`src/rtl/serial_host.sv`:
```
// -----------------------------------------------------------------------------
// serial_host
//
// Host-side master of an 8N1 serial link. A 3-byte command from the parallel
// request port is shifted out on TXD, byte0 first, each byte LSB first. The
// block then listens on RXD for a 2-byte response, with a per-byte start-bit
// timeout. Half-duplex: one transaction in flight at a time.
//
// Parameters
//   FREQ_CLK      clock frequency in Hz
//   TX_SPEED      baud rate in bit/s; FREQ_CLK/TX_SPEED must be >= 4
//   TIMEOUT_BITS  bit periods to wait for each response start bit
//
// Ports
//   Clk        system clock
//   Rst_n      asynchronous active-low reset
//   Cmd_Valid  command request
//   Cmd_Data   24-bit command, [7:0] transmitted first
//   Cmd_Ready  high while idle and able to accept a command
//   TXD        serial out, idle high
//   RXD        serial in, asynchronous, idle high
//   Rsp_Valid  one-cycle pulse marking the end of a transaction
//   Rsp_Data   16-bit response, first byte received in [7:0]
//   Rsp_Err    00 ok, 01 timeout, 10 framing error (valid with Rsp_Valid)
// -----------------------------------------------------------------------------
module serial_host #(
  parameter logic [31:0] FREQ_CLK     = 32'd100000000,
  parameter logic [31:0] TX_SPEED     = 32'd115200,
  parameter int unsigned TIMEOUT_BITS = 64
) (
  input  logic        Clk,
  input  logic        Rst_n,
  input  logic        Cmd_Valid,
  input  logic [23:0] Cmd_Data,
  output logic        Cmd_Ready,
  output logic        TXD,
  input  logic        RXD,
  output logic        Rsp_Valid,
  output logic [15:0] Rsp_Data,
  output logic [1:0]  Rsp_Err
);

  localparam int unsigned BIT_CNT = FREQ_CLK / TX_SPEED;
  localparam int unsigned CNT_W   = $clog2(BIT_CNT);
  localparam int unsigned TMO_W   = $clog2(TIMEOUT_BITS + 1);

  localparam logic [CNT_W-1:0] BAUD_LAST = CNT_W'(BIT_CNT - 1);
  localparam logic [CNT_W-1:0] BAUD_HALF = CNT_W'(BIT_CNT / 2);
  localparam logic [TMO_W-1:0] TMO_LAST  = TMO_W'(TIMEOUT_BITS - 1);

  typedef enum logic [3:0] {
    S_IDLE,
    S_TX_START,
    S_TX_DATA,
    S_TX_STOP,
    S_RX_WAIT,
    S_RX_START,
    S_RX_DATA,
    S_RX_STOP,
    S_DONE
  } state_t;

  typedef enum logic [1:0] {
    ERR_OK      = 2'b00,
    ERR_TIMEOUT = 2'b01,
    ERR_FRAME   = 2'b10
  } err_t;

  state_t           r_state;
  logic [CNT_W-1:0] r_baud;
  logic [2:0]       r_bit_idx;
  logic [1:0]       r_byte_idx;
  logic             r_rx_idx;
  logic [TMO_W-1:0] r_tmo;
  logic [23:0]      r_tx_shift;
  logic [7:0]       r_rx_shift;
  logic [7:0]       r_rx_lo;
  logic [2:0]       r_rxd_sync;
  logic             r_txd;
  logic             r_cmd_ready;
  logic             r_rsp_valid;
  logic [15:0]      r_rsp_data;
  err_t             r_rsp_err;

  logic w_rxd;
  logic w_rxd_fall;
  logic w_baud_end;
  logic w_baud_half;

  // Two flops resolve metastability; the third only remembers the previous
  // synchronised level for falling-edge detection.
  // NOTE: the synchroniser resets to 1 (line idle) so leaving reset never
  // looks like a start bit.
  always_ff @(posedge Clk or negedge Rst_n) begin
    if (!Rst_n) begin
      r_rxd_sync <= 3'b111;
    end else begin
      r_rxd_sync <= {r_rxd_sync[1:0], RXD};
    end
  end

  assign w_rxd       = r_rxd_sync[1];
  assign w_rxd_fall  = r_rxd_sync[2] & ~r_rxd_sync[1];
  assign w_baud_end  = (r_baud == BAUD_LAST);
  assign w_baud_half = (r_baud == BAUD_HALF);

  // NOTE: all state lives in this one clocked block and uses non-blocking
  // assignments only, so every register sees pre-edge values of the others.
  always_ff @(posedge Clk or negedge Rst_n) begin
    if (!Rst_n) begin
      r_state     <= S_IDLE;
      r_baud      <= '0;
      r_bit_idx   <= '0;
      r_byte_idx  <= '0;
      r_rx_idx    <= 1'b0;
      r_tmo       <= '0;
      r_tx_shift  <= '0;
      r_rx_shift  <= '0;
      r_rx_lo     <= '0;
      r_txd       <= 1'b1;
      r_cmd_ready <= 1'b1;
      r_rsp_valid <= 1'b0;
      r_rsp_data  <= '0;
      r_rsp_err   <= ERR_OK;
    end else begin
      r_rsp_valid <= 1'b0;

      case (r_state)
        S_IDLE: begin
          r_txd  <= 1'b1;
          r_baud <= '0;
          if (Cmd_Valid && r_cmd_ready) begin
            r_tx_shift  <= Cmd_Data;
            r_byte_idx  <= '0;
            r_cmd_ready <= 1'b0;
            r_txd       <= 1'b0;
            r_state     <= S_TX_START;
          end
        end

        S_TX_START: begin
          if (w_baud_end) begin
            r_baud    <= '0;
            r_bit_idx <= '0;
            r_txd     <= r_tx_shift[0];
            r_state   <= S_TX_DATA;
          end else begin
            r_baud <= r_baud + 1'b1;
          end
        end

        // The command register shifts right once per data bit, so after
        // eight bits the next byte is already sitting in [7:0].
        S_TX_DATA: begin
          if (w_baud_end) begin
            r_baud     <= '0;
            r_tx_shift <= r_tx_shift >> 1;
            if (r_bit_idx == 3'd7) begin
              r_txd   <= 1'b1;
              r_state <= S_TX_STOP;
            end else begin
              r_bit_idx <= r_bit_idx + 3'd1;
              r_txd     <= r_tx_shift[1];
            end
          end else begin
            r_baud <= r_baud + 1'b1;
          end
        end

        S_TX_STOP: begin
          if (w_baud_end) begin
            r_baud <= '0;
            if (r_byte_idx != 2'd2) begin
              r_byte_idx <= r_byte_idx + 2'd1;
              r_txd      <= 1'b0;
              r_state    <= S_TX_START;
            end else begin
              r_rx_idx <= 1'b0;
              r_tmo    <= '0;
              r_state  <= S_RX_WAIT;
            end
          end else begin
            r_baud <= r_baud + 1'b1;
          end
        end

        // The baud counter doubles as the bit-period timer for the timeout.
        S_RX_WAIT: begin
          if (w_rxd_fall) begin
            r_baud  <= '0;
            r_state <= S_RX_START;
          end else if (w_baud_end) begin
            r_baud <= '0;
            if (r_tmo == TMO_LAST) begin
              r_rsp_err   <= ERR_TIMEOUT;
              r_rsp_valid <= 1'b1;
              r_state     <= S_DONE;
            end else begin
              r_tmo <= r_tmo + 1'b1;
            end
          end else begin
            r_baud <= r_baud + 1'b1;
          end
        end

        // A line that is high again at mid-start was a glitch; the timeout
        // count is deliberately kept so glitches cannot extend the wait.
        S_RX_START: begin
          if (w_baud_half) begin
            r_baud <= '0;
            if (w_rxd) begin
              r_state <= S_RX_WAIT;
            end else begin
              r_bit_idx <= '0;
              r_state   <= S_RX_DATA;
            end
          end else begin
            r_baud <= r_baud + 1'b1;
          end
        end

        S_RX_DATA: begin
          if (w_baud_end) begin
            r_baud     <= '0;
            r_rx_shift <= {w_rxd, r_rx_shift[7:1]};
            if (r_bit_idx == 3'd7) begin
              r_state <= S_RX_STOP;
            end else begin
              r_bit_idx <= r_bit_idx + 3'd1;
            end
          end else begin
            r_baud <= r_baud + 1'b1;
          end
        end

        // The first byte is staged and Rsp_Data is only written when the
        // whole response arrives, so it holds its previous value on errors.
        S_RX_STOP: begin
          if (w_baud_end) begin
            r_baud <= '0;
            if (!w_rxd) begin
              r_rsp_err   <= ERR_FRAME;
              r_rsp_valid <= 1'b1;
              r_state     <= S_DONE;
            end else if (!r_rx_idx) begin
              r_rx_lo  <= r_rx_shift;
              r_rx_idx <= 1'b1;
              r_tmo    <= '0;
              r_state  <= S_RX_WAIT;
            end else begin
              r_rsp_data  <= {r_rx_shift, r_rx_lo};
              r_rsp_err   <= ERR_OK;
              r_rsp_valid <= 1'b1;
              r_state     <= S_DONE;
            end
          end else begin
            r_baud <= r_baud + 1'b1;
          end
        end

        // Rsp_Valid is high for this one cycle; Cmd_Ready returns in IDLE,
        // which guarantees at least one idle cycle between transactions.
        S_DONE: begin
          r_cmd_ready <= 1'b1;
          r_state     <= S_IDLE;
        end

        default: begin
          r_state <= S_IDLE;
        end
      endcase
    end
  end

  assign TXD       = r_txd;
  assign Cmd_Ready = r_cmd_ready;
  assign Rsp_Valid = r_rsp_valid;
  assign Rsp_Data  = r_rsp_data;
  assign Rsp_Err   = r_rsp_err;

endmodule

```
`config.mk`:
```
export PLATFORM = sky130hd
export DESIGN_NAME = serial_host
export DESIGN_NICKNAME = d
export VERILOG_FILES = /design/src/rtl/serial_host.sv
export SDC_FILE = /design/constraint.sdc
export NUM_CORES = 1
export LEC_CHECK = 0
export ABC_AREA = 1
export CORE_MARGIN = 2
export CORE_UTILIZATION = 52
export CTS_CLUSTER_SIZE = 28
export DETAILED_ROUTE_END_ITERATION = 10
export PLACE_DENSITY = 0.78
export SLEW_MARGIN = 10
export SYNTH_ARGS = -nofsm -noshare
export SYNTH_HDL_FRONTEND = slang
export SYNTH_SLANG_ARGS = --single-unit
```
`constraint.sdc`:
```
create_clock -name Clk -period 1.55 [get_ports Clk]
set_input_delay 0.3875 -clock Clk [delete_from_list [all_inputs] [get_ports Clk]]
set_output_delay 0.3875 -clock Clk [all_outputs]
set_load 0.01 [all_outputs]
```
==> results of run 1 <==
-- layer usage --
layer | vias up | global-route usage, % | wire [um]
met3 | 114 | 3.76 | 953
li1 | 2253 | - | -
met4 | 0 | 10.6 | 863
met1 | 2370 | 33.3 | 5760
met2 | 283 | 44.0 | 7620
met5 | - | 0 | 0
-- final cells by class --
| type | count | area (sq um) |
|---|---|---|
| clock buffer | 9 | 124 |
| timing repair buffer | 148 | 1430 |
| multi-input combinational | 416 | 2550 |
| sequential | 91 | 2290 |
| clock inverter | 7 | 71.3 |
| fill | 516 | 1810 |
| inverter | 103 | 393 |
| tap | 108 | 135 |
-- power by group through the flow --
stage / logic, uW / registers, uW / clock network [uW]
after floorplan: 27.6 / 2430 / 0
after global placement: 157 / 2430 / 0
after detailed placement: 160 / 2430 / 0
after CTS: 163 / 2380 / 1620
after global routing: 196 / 2380 / 1710
final: 176 / 2380 / 1620
-- what timing repair did --
item | CTS | global route
cloned | 4 | 2
endpoints found under the setup margin | 85 | 87
setup buffers | 20 | 11
pin swaps | 22 | 17
resized for setup | 101 | 130
-- cell families (layout without fill, tap and decap cells) --
group	count (synthesis)	in the layout	synth area share (%)
AO/OA/AOI/OAI	108	108	11.8
AND/OR/NAND/NOR	297	297	27.4
buffers and inverters	120	267	10.6
XOR/XNOR	5	5	0.916
flip-flops	91	91	47.8
adder cells (fa/ha/maj)	6	6	1.57
-- final timing paths --
| path | startpoint | endpoint | slack, ns | cells after the start |
|---|---|---|---|---|
| min | Rst_n | r_tmo[0]$_DFFE_PN0P_ | 0.03 | 2 |
| max in group asynchronous | Rst_n | r_state[2]$_DFFE_PN0P_ | 1.08 | 2 |
| min reg2reg | r_rxd_sync[0]$_DFF_PN1_ | r_rxd_sync[1]$_DFF_PN1_ | 0.37 | 0 |
| max reg2reg | r_state[3]$_DFFE_PN0P_ | r_tx_shift[2]$_DFFE_PN0P_ | -0.21 | 10 |
| max | r_state[3]$_DFFE_PN0P_ | r_tx_shift[2]$_DFFE_PN0P_ | -0.21 | 10 |
| min in group Clk | r_rxd_sync[0]$_DFF_PN1_ | r_rxd_sync[1]$_DFF_PN1_ | 0.37 | 0 |
-- sequential cells by signal, indices dropped and copies added, names as in the netlist, 3 cells and up --
signal,cells
r_baud,10
r_tx_shift,24
r_bit_idx,3
r_tmo,7
Rsp_Data,16
r_rxd_sync,3
r_rx_shift,8
r_state,4
r_rx_lo,8
-- layout by cell type, fill, tap and decap left out, drive strengths merged, types with 2 or more instances in the layout --
cell / instances
nand4: 7
nand3b: 2
o21ai: 93
xor2: 4
clkinvlp: 2
clkdlybuf4s50: 26
dfstp: 5
nor2: 55
clkbuf: 12
clkinv: 3
inv: 105
ha: 6
buf: 100
dfrtp: 86
dlygate4sd2: 19
nand2: 198
a21oi: 9
nor3b: 2
nand3: 31
-- stage by stage --
step	utilization, %	cell area, sq um	hold slack (ns)	setup WS, ns	power [uW]
2_1_floorplan	-	4780	0.0919	0.0447	2460
3_3_place_gp	66.2	5830	0.346	-0.191	2590
3_5_place_dp	66.2	5830	0.352	-0.241	2590
4_1_cts	73.7	6490	0.0629	-0.0702	4160
5_1_grt	79.5	7000	0.0818	-0.282	4290
6_report	79.5	7000	0.0259	-0.212	4180
==> results.txt, run 1 <==
Via density per instance - 5.69
Starting Density - 54.3%
Hold Buf Count CTS - 0
Die area - 9970 sq um
Register bit total from synthesis - 91
CP required - 1.84 ns
Post-synth EDFFs - 0
Top-area cell type share of the netlist area - 45.0%
TNS Setup - -6.64 ns
Yosys cell types - 36
Logic gate share of total power - 4.2%
Outcome - finished, violations left
WP buf/inv - 5
Mapped Area - 4780 sq um
MaxCap Viol Count - 0
WL final - 15.2 mm
CTS sink count - 91
Detailed-route via count - 5020
Synth cell count leaders - 188 x nand2_1, 97 x inv_1, 86 x dfrtp_1
Hpwl dp - 7.72 mm
Clock buffer depth - 2
GRT overflow - 0
Arrival time worst endpoint - 2.05 ns
Htree depth - 3
Die width - 99.9 um
P_int - 3090 uW
Final hold violation count - 0
Crit-path slowest cell - dfrtp_2
Syn Area/Cell - 7.62 sq um
Critical path cell sequence - inv_2 -> nand2_2 -> buf_6 -> nor3_4 -> inv_2 -> o21ai_4 -> buf_6 -> buf_12 -> nand2_2 -> o21ai_1
Crit Path Category - flip-flop to flip-flop
Setup slack after layout - -0.212 ns
Pwr dens - 597 nW/um^2
Fin crit share - 114%
P_sw - 1090 uW
Clk slew on worst S/H paths - 0.11 ns
Register area share after synthesis - 47.8%
Area grow syn2layout - 46.4%
Final net count - 803
Placed Cells - 830
Critical path's largest stage delay - 0.46 ns
GPL Wtd Cong - 0.880
CP Capture Type - flip-flop
Synthesized instance count - 627
RSZ-0062 raised after global routing - yes
Top-count cell post-synth - nand2_1
Synth area leader - dfrtp_1
Avg WL per Cell - 17.2 um
Final Max Tran Viols - 0
Static leakage - 0.00369 uW
Total global-route track usage - 25.8%
Hold Crit Class - primary input to asynchronous set/reset pin
Worst path top cell family by delay - buffers and inverters
Clock buffer count from CTS - 9
DR pass1 iterations - 5
CP Max Fanout - 7
ANT nets after route - 0
Violated checks - negative setup slack
Antenna violations before repair - 0
Share of synthesized registers carrying an async set or reset - 100%
TritonCTS clock tree - yes
Die H - 99.9 um
Type of origin of the critical path - flip-flop
Io pins - 49
Largest net degree at the start of global routing - 92
Relative slew slack - 66.0%
First-pass GRT wire length - 20.9 mm
Clock network fraction of total power - 38.8%
Ys flop type - dfrtp_1
Worst Skew - 0.00978 ns
Max Fclk - 568 MHz
Port Buffer Count - 48
Switching Fraction - 26.1%
Tightest Pin Transition - 0.510 ns
Syn Nets - 661
Final setup violation count - 84
Seq pwr share - 57.0%
Non-Filler Instances - 882
VDD IR max - 0.574 mV
# DRC - 0
Share of layout cells above drive strength 1 - 36.3%
Ys Warns - 0
Clk root buf - clkbuf_8
Initial DRC count - 517
Top post-synthesis cells by area - dfrtp_1 45%, nand2_1 15%, inv_1 7.6%
Tmin final - 1.76 ns
Clk_lat worst skew - 0.38 ns
Vias in the first global route - 4584
CORE AREA - 8810 sq um
Cell row count - 34
N_diodes - 0
Note: power is estimated with default switching activity, not from simulation.
==> run 2: changes to the inputs <==
==> constraint.sdc (replaced) <==
create_clock -name Clk -period 1.55 [get_ports Clk]
set_input_delay 0.155 -clock Clk [delete_from_list [all_inputs] [get_ports Clk]]
set_output_delay 0.155 -clock Clk [all_outputs]
set_load 0.01 [all_outputs]
==> run 2 against run 1 <==
  * The flow still finishes with violations (negative setup slack)
  * Clock power up 2%
  * Critical path type unchanged
  * Design area down 2.4%
  * Largest cell class unchanged
  * Register-to-register slack better by 0.08 ns
  * Utilization down 1.9 points
==> results.txt, run 2 (same netlist as run 1, synthesis figures left out) <==
Max reg flops - 24
Total global-route track usage - 24.2%
RSZ-0062 raised after global routing - yes
Htree depth - 3
R2r startpoint - r_state[2]$_DFFE_PN0P_
Worst hold endpoint - r_rxd_sync[0]$_DFF_PN1_
Switching Fraction - 23.4%
# DRC - 0
Die width - 99.9 um
Design area - 6830 sq um
Share of layout cells above drive strength 1 - 31.7%
TNS Setup - -3.21 ns
First-pass GRT wire length - 19.4 mm
DR pass1 iterations - 5
Clock buffer count from CTS - 9
GPL Wtd Cong - 0.937
CP Max Fanout - 6
Layout Utilization - 77.6%
Met1 usage - 31.0%
Clk root buf - clkbuf_8
Hold Crit Class - primary input to flip-flop
Io pins - 49
Clock network fraction of total power - 39.4%
Die area - 9970 sq um
Critical path's largest stage delay - 0.48 ns
Detailed-route via count - 4675
Static leakage - 0.00348 uW
Placed Cells - 840
P_sw - 986 uW
Crit-path slowest cell - dfrtp_2
ANT nets after route - 0
R2R Path End - r_tx_shift[19]$_DFFE_PN0P_
WP buf/inv - 5
Antenna violations before repair - 0
Critical path cell sequence - inv_4 -> nand2_4 -> buf_6 -> nor3_4 -> inv_2 -> o21ai_4 -> buf_6 -> clkbuf_16 -> nand2_1 -> o21ai_1
Max Fclk - 594 MHz
Relative slew slack - 74.1%
Initial DRC count - 317
Non-Filler Instances - 885
Vias in the first global route - 4280
Cells on worst reg2reg path - 10
Worst path top cell family by delay - buffers and inverters
Fill count - 578
CP Capture Type - flip-flop
Via density per instance - 5.28
Tmin final - 1.68 ns
Logic gate share of total power - 4.0%
Starting Density - 54.3%
Final net count - 806
Final Max Tran Viols - 0
Most frequent cells in the layout - 155 x nand2_1, 91 x inv_1, 83 x dfrtp_1, 82 x buf_4, 45 x clkdlybuf4s50_1
Final setup violation count - 70
CORE AREA - 8810 sq um
Setup slack after layout - -0.132 ns
Port Buffer Count - 48
Avg WL per Cell - 14.7 um
Seq pwr share - 56.5%
WP depth - 10
WL final - 13.0 mm
MaxCap Viol Count - 0
Clk_lat worst skew - 0.37 ns
Area grow syn2layout - 42.9%
Final hold violation count - 0
Pwr dens - 617 nW/um^2
TritonCTS clock tree - yes
CP required - 1.85 ns
Largest net degree at the start of global routing - 33
P_int - 3230 uW
Hold depth - 1
Reg with most FFs - r_tx_shift
Hpwl dp - 7.99 mm
Clk slew on worst S/H paths - 0.10 ns
Cell mode on critical path - buf_6
Post-placement cell area - 5890 sq um
Violated checks - negative setup slack
Clock buffer depth - 2
Pre-CTS setup slack - -0.102 ns
Min-delay src - RXD
Crit Path Category - flip-flop to flip-flop
Worst Skew - 0.0179 ns
Gr busiest metal - met2
Cell row count - 34
GR met3 Demand/Resource - 3.27%
Arrival time worst endpoint - 1.98 ns
Tightest Pin Transition - 0.389 ns
Die H - 99.9 um
Outcome - finished, violations left
GRT overflow - 0
Commonest non-fill, non-tap cell in the layout - nand2_1
Fin crit share - 109%
Reg2reg setup slack - -0.13 ns
Type of origin of the critical path - flip-flop
VDD IR max - 0.491 mV
Met2 global-route usage - 42.0%
N_diodes - 0
CTS sink count - 91
[run 2: cell types whose count changed in the layout (fill, tap and decap cells not counted), sizes merged]
cell / delta
clkdlybuf4s50: +19
dlygate4sd2: -17
inv: -3
clkbuf: +2
buf: -1
bufinv: +1
clkinvlp: +1
dlygate4sd3: +1
[run 2: per-stage QoR]
step / hold WS, ns / power (uW)
after floorplan: -0.141 / 2460
after global placement: 0.0992 / 2590
after detailed placement: 0.107 / 2600
after CTS: 0.184 / 4240
after global routing: 0.190 / 4370
final: 0.189 / 4210
[run 2: worst max path at each step]
stage | from | slack [ns] | endpoint
after floorplan | r_baud[1]$_DFFE_PN0P_ | 0.04 | r_tx_shift[10]$_DFFE_PN0P_
after global placement | r_baud[0]$_DFFE_PN0P_ | -0.08 | r_baud[9]$_DFFE_PN0P_
after detailed placement | r_baud[1]$_DFFE_PN0P_ | -0.10 | Rsp_Err[1]$_DFFE_PN0P_
after CTS | r_state[3]$_DFFE_PN0P_ | -0.03 | r_tmo[5]$_DFFE_PN0P_
after global routing | r_state[2]$_DFFE_PN0P_ | -0.22 | r_tx_shift[19]$_DFFE_PN0P_
final | r_state[2]$_DFFE_PN0P_ | -0.13 | r_tx_shift[19]$_DFFE_PN0P_
[run 2: layer usage]
metal,up-vias,share of wire (%)
li1,2248,-
met1,2215,41
met2,166,51
met3,46,4.5
met4,0,3.4
met5,-,0
[run 2: area by class of cell]
class                   instances  area, sq um  share of cell area [%]
clock buffers                  10          128                    1.87
clock inverters                 6         77.6                    1.14
inverters                     103          390                    5.71
multi-input cells             416         2370                    34.7
flip-flops and latches         91         2290                    33.5
well taps                     108          135                    1.98
repair buffers                151         1450                    21.2
[run 2: worst reg2reg max path, cell delays in order (launching register included)]
cell and delay, ns:
dfrtp_2 0.48, inv_4 0.11, nand2_4 0.06, buf_6 0.12
nor3_4 0.21, inv_2 0.09, o21ai_4 0.08, buf_6 0.16
clkbuf_16 0.15, nand2_1 0.06, o21ai_1 0.09
[run 2: power groups by stage]
stage | registers (uW) | logic (uW) | clock network (uW)
2_1_floorplan | 2430 | 27.6 | 0
3_3_place_gp | 2430 | 163 | 0
3_5_place_dp | 2430 | 166 | 0
4_1_cts | 2380 | 169 | 1690
5_1_grt | 2380 | 191 | 1790
6_report | 2380 | 171 | 1660
[run 2: repair_timing]
| item | CTS | global route |
|---|---|---|
| gates resized for setup | 47 | 100 |
| setup endpoints to repair | 65 | 87 |
| hold buffers | 1 | 0 |
| pin swaps | 15 | 20 |
| buffers inserted | 11 | 12 |
| endpoints found under the hold margin | 25 | 0 |
| gates cloned | 1 | 5 |
==> run 3: changes to the inputs <==
Settings changed: CORE_ASPECT_RATIO from default to 1.2, SETUP_SLACK_MARGIN from default to 0.4.
==> run 3 against run 2 <==
  * The run still ends with negative setup slack left
  * Sequential cell count unchanged
  * Die area about the same
  * Sequential share of layout area down 2.7 points
  * Largest cell class unchanged
  * Highest routed layer unchanged
==> results.txt, run 3 (same netlist as run 1, synthesis figures left out) <==
Non-Filler Instances - 912
Worst Skew - 0.0131 ns
Avg WL per Cell - 18.9 um
WL final - 17.2 mm
Area taken by multi-input logic gates - 2810 sq um
Reg with most FFs - r_tx_shift
Port Buffer Count - 48
Largest net degree at the start of global routing - 35
Area grow syn2layout - 55.7%
First-pass GRT wire length - 21.4 mm
Max Fclk - 562 MHz
Tightest Pin Transition - 0.405 ns
Outcome - finished, violations left
Commonest non-fill, non-tap cell in the layout - nand2_1
Clk root buf - clkbuf_8
Crit Path Category - flip-flop to flip-flop
Share of layout cells above drive strength 1 - 45.6%
Io pins - 49
CP Capture Type - flip-flop
Detailed-route via count - 5198
Violated checks - negative setup slack
Vias in the first global route - 4632
Arrival time worst endpoint - 2.07 ns
Htree depth - 3
CORE AREA - 8990 sq um
Setup slack after layout - -0.230 ns
Relative slew slack - 73.0%
Max reg flops - 24
N_diodes - 0
Clock buffer depth - 2
Final Max Tran Viols - 0
MaxCap Viol Count - 0
Critical path cell sequence - ha_4 -> nand2_4 -> nor2_4 -> nand3_4 -> o21ai_4 -> buf_6 -> buf_16 -> nand2_2 -> o21ai_1
Antenna violations before repair - 0
GRT overflow - 0
Most frequent cells in the layout - 116 x nand2_1, 90 x inv_1, 82 x dfrtp_1, 82 x buf_4, 53 x nand2_2
Hold Crit Class - primary input to flip-flop
Fin crit share - 115%
Layout Utilization - 82.8%
ANT nets after route - 0
TritonCTS clock tree - yes
CP Max Fanout - 6
CTS sink count - 91
Post-placement cell area - 5840 sq um
WP buf/inv - 2
Minimum hold slack - 0.194 ns
CP required - 1.84 ns
# DRC - 0
Pwr dens - 571 nW/um^2
Die H - 109 um
Final setup violation count - 85
Design area - 7440 sq um
Fill count - 430
Worst path top cell family by delay - flip-flops
Cell row count - 38
Hpwl dp - 7.81 mm
Die area - 9980 sq um
Clk_lat worst skew - 0.38 ns
Final hold violation count - 0
Static leakage - 0.00380 uW
Die width - 91.5 um
Reg area - 2290 sq um
GPL Wtd Cong - 0.915
Tmin final - 1.78 ns
VDD IR max - 0.585 mV
Final net count - 822
Clock buffer count from CTS - 9
Crit-path slowest cell - dfrtp_1
Initial DRC count - 409
Critical path's largest stage delay - 0.44 ns
Type of origin of the critical path - flip-flop
RSZ-0062 raised after global routing - yes
DR pass1 iterations - 6
Reg2reg setup slack - -0.23 ns
Clk slew on worst S/H paths - 0.10 ns
Starting Density - 53.2%
Placed Cells - 838
Total global-route track usage - 27.4%
Via density per instance - 5.70
run 3: routing by layer:
layer / part of all wire (%) / track usage [%] / vias to the layer above
met5: 0 / 0 / -
met4: 8.1 / 14.1 / 0
met3: 5.9 / 4.77 / 131
met2: 52 / 51.0 / 321
met1: 34 / 29.8 / 2463
li1: - / - / 2283
run 3: power by group:
group / internal, uW / leakage (uW) / switching, uW / total [uW]
Clock: 783 / 0.0000954 / 901 / 1680
Combinational: 88.3 / 0.00257 / 95.3 / 184
Sequential: 2380 / 0.00113 / 4.35 / 2380
run 3: cell type report:
type | count | area share (%)
Clock inverter | 4 | 0.689
Tap cell | 120 | 2.02
Multi-Input combinational cell | 417 | 37.8
Clock buffer | 11 | 1.90
Inverter | 103 | 5.35
Sequential cell | 91 | 30.8
Timing Repair Buffer | 166 | 21.5
run 3: path summary, 6_finish.rpt:
kind                                         start                   endpoint  cells after the start
setup / recovery             r_baud[0]$_DFFE_PN0P_  r_tx_shift[5]$_DFFE_PN0P_                      9
hold / removal                                 RXD    r_rxd_sync[0]$_DFF_PN1_                      1
setup reg to reg             r_baud[0]$_DFFE_PN0P_  r_tx_shift[5]$_DFFE_PN0P_                      9
hold reg to reg            r_rxd_sync[0]$_DFF_PN1_    r_rxd_sync[1]$_DFF_PN1_                      0
max in group asynchronous                    Rst_n            TXD$_DFFE_PN1P_                      3
min in group asynchronous                    Rst_n       r_tmo[3]$_DFFE_PN0P_                      2
run 3: metrics by stage:
stage               setup WS (ns)  TNS (ns)  power, uW
floorplan                  0.0658         0       2460
global placement           -0.120     -2.10       2590
detailed placement         -0.127     -3.08       2590
CTS                       -0.0232    -0.370       4200
global route               -0.301    -12.79       4370
finish                     -0.230     -9.24       4250
run 3: what timing repair did:
action	in CTS	in global routing
cloned	4	5
endpoints found under the setup margin	109	103
pin swaps	30	44
hold buffers	1	0
resized for setup	178	166
endpoints found under the hold margin	23	0
setup buffers	30	19
